<file path="src/rtl/pn_run_sequencer.sv">
`timescale 1ns/1ps
// Load/step sequencer for the n-bit PN generator: fetches the polynomial, loads seed, strobes steps, captures states.
// Optional free-run prescaler is built when PN_AUTO_RUN_EN is defined.
module pn_run_sequencer #(
    parameter int WIDTH    = 13,
    parameter int SEL_W    = 4,
    parameter int ROM_LAT  = 1,
    parameter int SEED     = 2,
    parameter int CNT_W    = 16,
    parameter int AUTO_DIV = 25_000_000
) (
    input  logic             clk,
    input  logic             rst,
    input  logic [SEL_W-1:0] num,
    input  logic             next_pulse,
    input  logic             auto_mode,
    output logic [SEL_W-1:0] rom_addr,
    input  logic [15:0]      rom_data,
    output logic [WIDTH-1:0] poly,
    output logic [SEL_W-1:0] deg,
    output logic [WIDTH-1:0] seed,
    output logic             lfsr_load,
    output logic             lfsr_step,
    input  logic [WIDTH-1:0] lfsr_q,
    output logic [WIDTH-1:0] disp_val,
    output logic [CNT_W-1:0] step_cnt,
    output logic             period_hit,
    output logic             cfg_err,
    output logic             busy
);

    typedef enum logic [2:0] {
        S_FETCH = 3'd0,
        S_LOAD  = 3'd1,
        S_STEP  = 3'd2,
        S_CAPT  = 3'd3,
        S_READY = 3'd4
    } state_t;

    localparam logic [SEL_W-1:0] MAX_DEG    = SEL_W'(WIDTH);
    localparam logic [1:0]       FETCH_LAST = 2'(ROM_LAT - 1);

    state_t           state;
    state_t           state_next;
    logic [1:0]       fetch_cnt;
    logic             num_new;
    logic             num_ok;
    logic             step_req;
    logic [WIDTH-1:0] seed_mask;
    logic [WIDTH-1:0] seed_calc;
    logic             unused_in;

    assign num_new   = (num != deg);
    assign num_ok    = (num >= SEL_W'(2)) && (num <= MAX_DEG);
    assign unused_in = ^{rom_data, auto_mode};

    always_comb begin
        seed_mask = '0;
        for (int i = 0; i < WIDTH; i++) begin
            seed_mask[i] = (i < int'(deg));
        end
        seed_calc = WIDTH'(SEED) & seed_mask;
        if (seed_calc == '0) begin
            seed_calc = WIDTH'(1);
        end
    end

`ifdef PN_AUTO_RUN_EN
    localparam int PRE_W = (AUTO_DIV > 2) ? $clog2(AUTO_DIV) : 1;

    logic [PRE_W-1:0] pre_cnt;
    logic             pre_tick;

    assign pre_tick = auto_mode && (pre_cnt == PRE_W'(AUTO_DIV - 1));
    assign step_req = next_pulse | pre_tick;

    // The prescaler restarts whenever a new configuration is fetched.
    always_ff @(posedge clk) begin
        if (rst || !auto_mode || (state_next == S_FETCH && state != S_FETCH)) begin
            pre_cnt <= '0;
        end else if (pre_tick) begin
            pre_cnt <= '0;
        end else begin
            pre_cnt <= pre_cnt + 1'b1;
        end
    end
`else
    logic [31:0] unused_div;

    assign unused_div = AUTO_DIV;
    assign step_req   = next_pulse;
`endif

    always_ff @(posedge clk) begin
        if (rst) begin
            state <= S_FETCH;
        end else begin
            state <= state_next;
        end
    end

    always_comb begin
        state_next = state;
        unique case (state)
            S_FETCH: if (fetch_cnt == FETCH_LAST) state_next = S_LOAD;
            S_LOAD:  state_next = S_CAPT;
            S_STEP:  state_next = S_CAPT;
            S_CAPT:  state_next = (lfsr_q == '0) ? S_LOAD : S_READY;
            S_READY: begin
                if (num_new) begin
                    if (num_ok) state_next = S_FETCH;
                end else if (step_req) begin
                    state_next = S_STEP;
                end
            end
            default: state_next = S_FETCH;
        endcase
    end

    always_ff @(posedge clk) begin
        if (rst) begin
            fetch_cnt <= '0;
            deg       <= MAX_DEG;
            poly      <= '0;
            seed      <= '0;
            disp_val  <= '0;
            step_cnt  <= '0;
            cfg_err   <= 1'b0;
        end else begin
            fetch_cnt <= (state == S_FETCH && state_next == S_FETCH) ? fetch_cnt + 1'b1 : '0;
            unique case (state)
                S_FETCH: begin
                    if (state_next == S_LOAD) begin
                        poly <= rom_data[WIDTH-1:0];
                        seed <= seed_calc;
                    end
                end
                S_LOAD: step_cnt <= '0;
                S_STEP: if (step_cnt != '1) step_cnt <= step_cnt + 1'b1;
                S_CAPT: disp_val <= lfsr_q;
                S_READY: begin
                    if (num_new) begin
                        if (num_ok) begin
                            deg     <= num;
                            cfg_err <= 1'b0;
                        end else begin
                            cfg_err <= 1'b1;
                        end
                    end
                end
                default: ;
            endcase
        end
    end

    // The address leads the FETCH state by one cycle so a registered ROM is already
    // presenting the new entry when FETCH begins.
    always_comb begin
        lfsr_load  = 1'b0;
        lfsr_step  = 1'b0;
        period_hit = 1'b0;
        busy       = 1'b0;
        rom_addr   = deg;
        if (rst) begin
            rom_addr = MAX_DEG;
        end else begin
            busy = (state != S_READY);
            unique case (state)
                S_LOAD:  lfsr_load = 1'b1;
                S_STEP:  lfsr_step = 1'b1;
                S_CAPT:  period_hit = (lfsr_q == seed) && (step_cnt != '0);
                S_READY: if (num_new && num_ok) rom_addr = num;
                default: ;
            endcase
        end
    end

endmodule
</file>
<file path="config.mk">
export PLATFORM = sky130hd
export DESIGN_NAME = pn_run_sequencer
export DESIGN_NICKNAME = d
export VERILOG_FILES = /design/src/rtl/pn_run_sequencer.sv
export SDC_FILE = /design/constraint.sdc
export NUM_CORES = 1
export LEC_CHECK = 0
export CORE_AREA = 2 2 79 81
export DETAILED_ROUTE_END_ITERATION = 12
export DIE_AREA = 0 0 81 83
export PLACE_DENSITY = 0.87
export RECOVER_POWER = 25
export SLEW_MARGIN = 20
export SYNTH_ARGS = -nofsm -noshare
export SYNTH_HDL_FRONTEND = slang
export SYNTH_SLANG_ARGS = --single-unit
</file>
<file path="constraint.sdc">
create_clock -name clk -period 6.05 [get_ports clk]
set_input_delay 1.815 -clock clk [delete_from_list [all_inputs] [get_ports clk]]
set_output_delay 1.815 -clock clk [all_outputs]
set_load 0.005 [all_outputs]
</file>
==> results of run 1 <==
## power breakdown
group	internal, mW	switching (mW)
clock	0.0864	0.133
sequential	0.371	0.0136
combinational	0.0660	0.0578
## worst max-delay path: stages
cell	delay, ns
clkdlybuf4s50_1	0.48
xor2_1	0.17
nor4_1	0.43
nor3_2	0.14
buf_4	0.20
mux2i_1	0.15
clkdlybuf4s50_1	0.52
## area by class of cell
cell class                      count  area [um2]  share of cell area (%)
Multi-Input combinational cell    247        1430                    39.2
Sequential cell                    54        1080                    29.7
Timing Repair Buffer               93         916                    25.2
Tap cell                           75        93.8                    2.58
Clock buffer                        5        68.8                    1.89
Clock inverter                      3        26.3                   0.723
Inverter                            6        22.5                   0.620
## state kept, by name, indices dropped and copies added, names as in the netlist
name / count
step_cnt: 16
disp_val: 13
poly: 13
deg: 4
state: 3
fetch_cnt: 2
seed: 2
cfg_err: 1
## routing by layer
layer / share of wire (%) / global-route usage (%)
met5: 0 / 0
met4: 1.8 / 6.32
met3: 7.4 / 6.20
met2: 51 / 35.8
met1: 40 / 24.2
## stage by stage
step | hold WS (ns) | area, um2
6_report | 0.460 | 3630
5_1_grt | 0.485 | 3630
4_1_cts | 0.463 | 3630
3_5_place_dp | 0.446 | 3530
3_3_place_gp | 0.442 | 3530
2_1_floorplan | 0.453 | 2710
## worst min-delay path by stage
stage / start / end / slack (ns) / cells past startpoint
5_1_grt: disp_val[0]$_SDFFE_PP0P_ / disp_val[0]$_SDFFE_PP0P_ / 0.49 / 2
3_5_place_dp: disp_val[4]$_SDFFE_PP0P_ / disp_val[4]$_SDFFE_PP0P_ / 0.45 / 2
2_1_floorplan: disp_val[0]$_SDFFE_PP0P_ / disp_val[0]$_SDFFE_PP0P_ / 0.45 / 2
6_report: poly[8]$_SDFFE_PP0P_ / poly[8]$_SDFFE_PP0P_ / 0.46 / 2
4_1_cts: disp_val[4]$_SDFFE_PP0P_ / disp_val[4]$_SDFFE_PP0P_ / 0.46 / 2
3_3_place_gp: disp_val[1]$_SDFFE_PP0P_ / disp_val[1]$_SDFFE_PP0P_ / 0.44 / 2
## kinds of logic (layout without fill, tap and decap cells)
| family | count (synthesis) | after routing | synth area share, % |
|---|---|---|---|
| simple gates | 153 | 153 | 30.0 |
| fa+ha+maj | 3 | 3 | 1.40 |
| flops | 54 | 54 | 40.4 |
| xor+xnor | 7 | 7 | 2.29 |
| mux | 10 | 10 | 3.74 |
| compound gates | 63 | 63 | 14.1 |
| buf+inv | 35 | 107 | 7.86 |
| other cells | 1 | 11 | 0.140 |
## cell usage after synthesis (6+ instances only)
cell      number
mux2i_1       10
clkbuf_1       8
o31ai_1        8
buf_2          6
nor2_1        16
nor4_1         6
nand4_1        7
dfxtp_1       54
inv_1          6
a21oi_1       41
or4_1         12
buf_4         12
nand2_1       66
nor3_1         7
nand3_1        9
## cell usage in the layout (no fill, tap or decap), types with 2 or more instances in the layout
master           Yosys  routed
and2_1               3       3
clkbuf_8             0       5
ha_1                 3       3
inv_6                0       3
o21ai_0              2       2
dfxtp_1             54      54
a311oi_1             2       2
nor3b_1              2       2
nand4_1              7       7
and4_1               3       3
nand3b_1             2       2
xor2_1               5       5
conb_1               1      11
mux2i_1             10      10
a21oi_1             41      41
o31ai_1              8       8
nor4_1               6       6
clkdlybuf4s50_1      0      88
nand3_1              9       9
or3_1                5       5
buf_4               12       4
o211ai_1             3       3
nor2b_1              3       3
or4_1               12      12
or2_2                2       2
nand2_1             66      66
o21a_1               2       2
nor2_1              16      16
nor3_1               7       6
nand2b_1             3       3
xnor2_1              2       2
inv_1                6       6
==> impl_metrics.ini, run 1 <==
[run_status]
outcome = finished clean

[global_route]
grt_max_degree = 51
grtUsageTotal_pct = 20.7
grt_pass1_vias = 2457
antenna_found_initial = 0
overflow = 0
grt_pass1_wl_um = 11200

[power]
p_total_mw = 0.727
p_leak_nw = 1.21
peakVddDrop_uv = 156
power-per-cell-area_mw_per_mm2 = 200

[setup_path]
r2r-end = step_cnt[3]$_SDFFE_PP0P_
arrival_ns = 3.90
end_kind = output port
path_class = primary input to output port
worstPathRequired_ns = 4.24
worstReg2RegStart = step_cnt[1]$_SDFFE_PP0P_
r2r_cells = 6
r2r_setup_slack_ns = 3.90
critPathLaunch = num[1]
crit_fanout = 6
cp-start-kind = primary input
endpoint = rom_addr[3]

[synthesis]
synth_cell_types = 45
avgSynthCellArea_um2 = 8.21
async_flop_share_pct = 0
synth_area_leader_cell = dfxtp_1
synth.area.top_cells = dfxtp_1 40%, nand2_1 9.3%, a21oi_1 7.7%, mux2i_1 3.7%, buf_4 3.4%
synth_top_area_share_pct = 40.4
yosys_warnings = 0
synthFlopType = dfxtp_1
yosysSeqAreaShare_pct = 40.4
synth_seq_cells = 54
syn_area_mm2 = 0.00268
synth_edf_count = 0
synthCells = 326

[clocking]
clock-sinks = 54
cts_setup_buffers = 0
cts_tree = yes
cts.hold.buffers_added = 0
clock_latency_ns = 0.32
ctsRootBufferMaster = clkbuf_8
htreeDepth = 2
clkTransAtPathRegs_ns = 0.10
cts_buffers = 5
cts_buffer_depth = 2
post_cts_resized = 0

[placement]
gp_congestion = 0.872
dp.cells = 475
portBuffers = 89
hpwl_um = 4970
dp_slack_ns = 0.184

[routing]
detail-route-antenna-nets = 0
drc = 0
vias_per_cell = 5.41
drt_wl_total_um = 6690
drt_iter0_drc = 115
route.vias.total = 2615
first_pass_iters = 4
drt-wirelength-per-cell_um = 13.8

[sta]
worst_slew_pin_slew_ns = 0.888
clock_skew_ns = 0.00933
finalHoldViolations = 0
finalMaxSlewViolations = 0
rsz0062_at_grt = no
finalSetupViolations = 0
worst_slack_ns = 0.332
period_minus_slack_ns = 5.72
fin_crit_sh_pct = 94.5
relSlewSlack_pct = 40.8
tns_ns = 0
fmax_mhz = 175

[die]
die-area_mm2 = 0.00672
die_h_um = 83
row_count = 28
die_x_um = 81
initial_core_util_pct = 46.0
core-area_mm2 = 0.00582
ioPinCount = 105

[hold_path]
hold_class = flip-flop to flip-flop

[final_layout]
drive_above_1_share_pct = 5.64
diodes = 0
nFillCells = 559
utilization_pct = 62.5
finalNonFillerCells = 483
fin_nets = 447
syn_to_final_growth_pct = 35.9

[flow_run]
maxCapViolCount = 0
Note: power is estimated with default switching activity, not from simulation.
==> run 2, diff against run 1 <==
Settings changed: CAP_MARGIN set to 20.
==> results of run 2 <==
Final layout, timing and power as in run 1 (identical DEF).
==> RTL change: new RTL, flow settings as in run 1 <==
The option `PN_AUTO_RUN_EN` is turned on by a define.
--- a/src/rtl/pn_run_sequencer.sv
+++ b/src/rtl/pn_run_sequencer.sv
@@ -3,2 +3,4 @@
 // Optional free-run prescaler is built when PN_AUTO_RUN_EN is defined.
+`define PN_AUTO_RUN_EN
+
 module pn_run_sequencer #(
Function: no difference found for any inputs over 10 cycles, from zero or initial values and one cycle with rst high; that may be too few to reach the edited logic, so the function may still have changed.
==> RTL change against run 1 <==
  * The run now ends with max-capacitance violations, max-slew violations left
  * Global-route usage is 6.1 points higher
  * Wire length increased by 31%
  * Synthesized area grew 42%
  * Via count increased by 30%
  * Worst setup slack worse by 0.017 ns
  * Final area up 34%
  * Clock skew up 0.00087 ns
  * Sequential cell count rose by 25
  * Non-clock buffer count up 1
  * Total power increased by 93%
  * Critical path type unchanged
  * Critical endpoint is now rom_addr[1]
  * Highest routed layer unchanged
==> RTL change: results <==
{
  "status": "finished, violations left",
  "violations": "max-capacitance violations, max-slew violations",
  "grt_pass1_vias": 3124,
  "path_max_fanout": 11,
  "numCtsBuffers": 9,
  "globalplace.congestion": 0.870,
  "yosys.area_share.xor_xnor_pct": 10.4,
  "pre_cts_ws_ns": -0.157,
  "clock_skew_ns": 0.0102,
  "grt_max_degree": 40,
  "place_inst": 598,
  "slew_headroom_pct": -8.25,
  "dpl_cell_area_um2": 4630,
  "r2r-start": "pre_cnt[0]",
  "holdPathEnd": "fetch_cnt[0]",
  "fmax_mhz": 174,
  "maxCapViolations": 1,
  "synthAdderAreaFrac_pct": 1.32,
  "worstReg2RegEnd": "pre_cnt[23]",
  "crit_start": "num[2]",
  "synth_compound_gate_area_share_pct": 9.62,
  "maxSlewViolCount": 40,
  "p_clk_share_pct": 30.2,
  "clk_latency_ns": 0.35,
  "critPathArrivalTime_ns": 3.92,
  "p_per_area_nw_per_um2": 288,
  "reg2reg_slack_ns": 3.80,
  "cp-endpoint": "rom_addr[1]",
  "first_iter_violations": 153
}
[RTL change: per-layer routing]
layer	share of wire [%]	GRT usage, %	up-vias	wire length, µm
li1	-	-	1676	-
met1	44	36.2	1578	3890
met2	46	41.5	122	4070
met3	7.7	8.15	15	675
met4	1.4	7.55	0	124
met5	0	0	-	0
[RTL change: cell families after synthesis]
family / after synthesis
DFF: 79
xor gates and xnor gates: 45
muxes: 1
other: 1
buffers and inverters: 44
and+or+nand+nor: 222
adders and majority gates: 4
AOI/OAI and AO/OA: 56
[RTL change: worst reg2reg max path, cell delays in order, from the launching register on]
cell     delay [ns]
dfxtp_1        0.38
ha_1           0.32
nand2_1        0.08
or4_1          0.40
nor3_1         0.31
or4b_1         0.17
buf_4          0.36
nor2_1         0.10
[RTL change: area by class of cell]
cell class                      instances  area, µm²
Clock buffer                           10        128
Clock inverter                          6       85.1
Fill cell                             372        943
Inverter                               11       41.3
Multi-Input combinational cell        339       2020
Sequential cell                        79       1580
Tap cell                               75       93.8
Timing Repair Buffer                   94        925
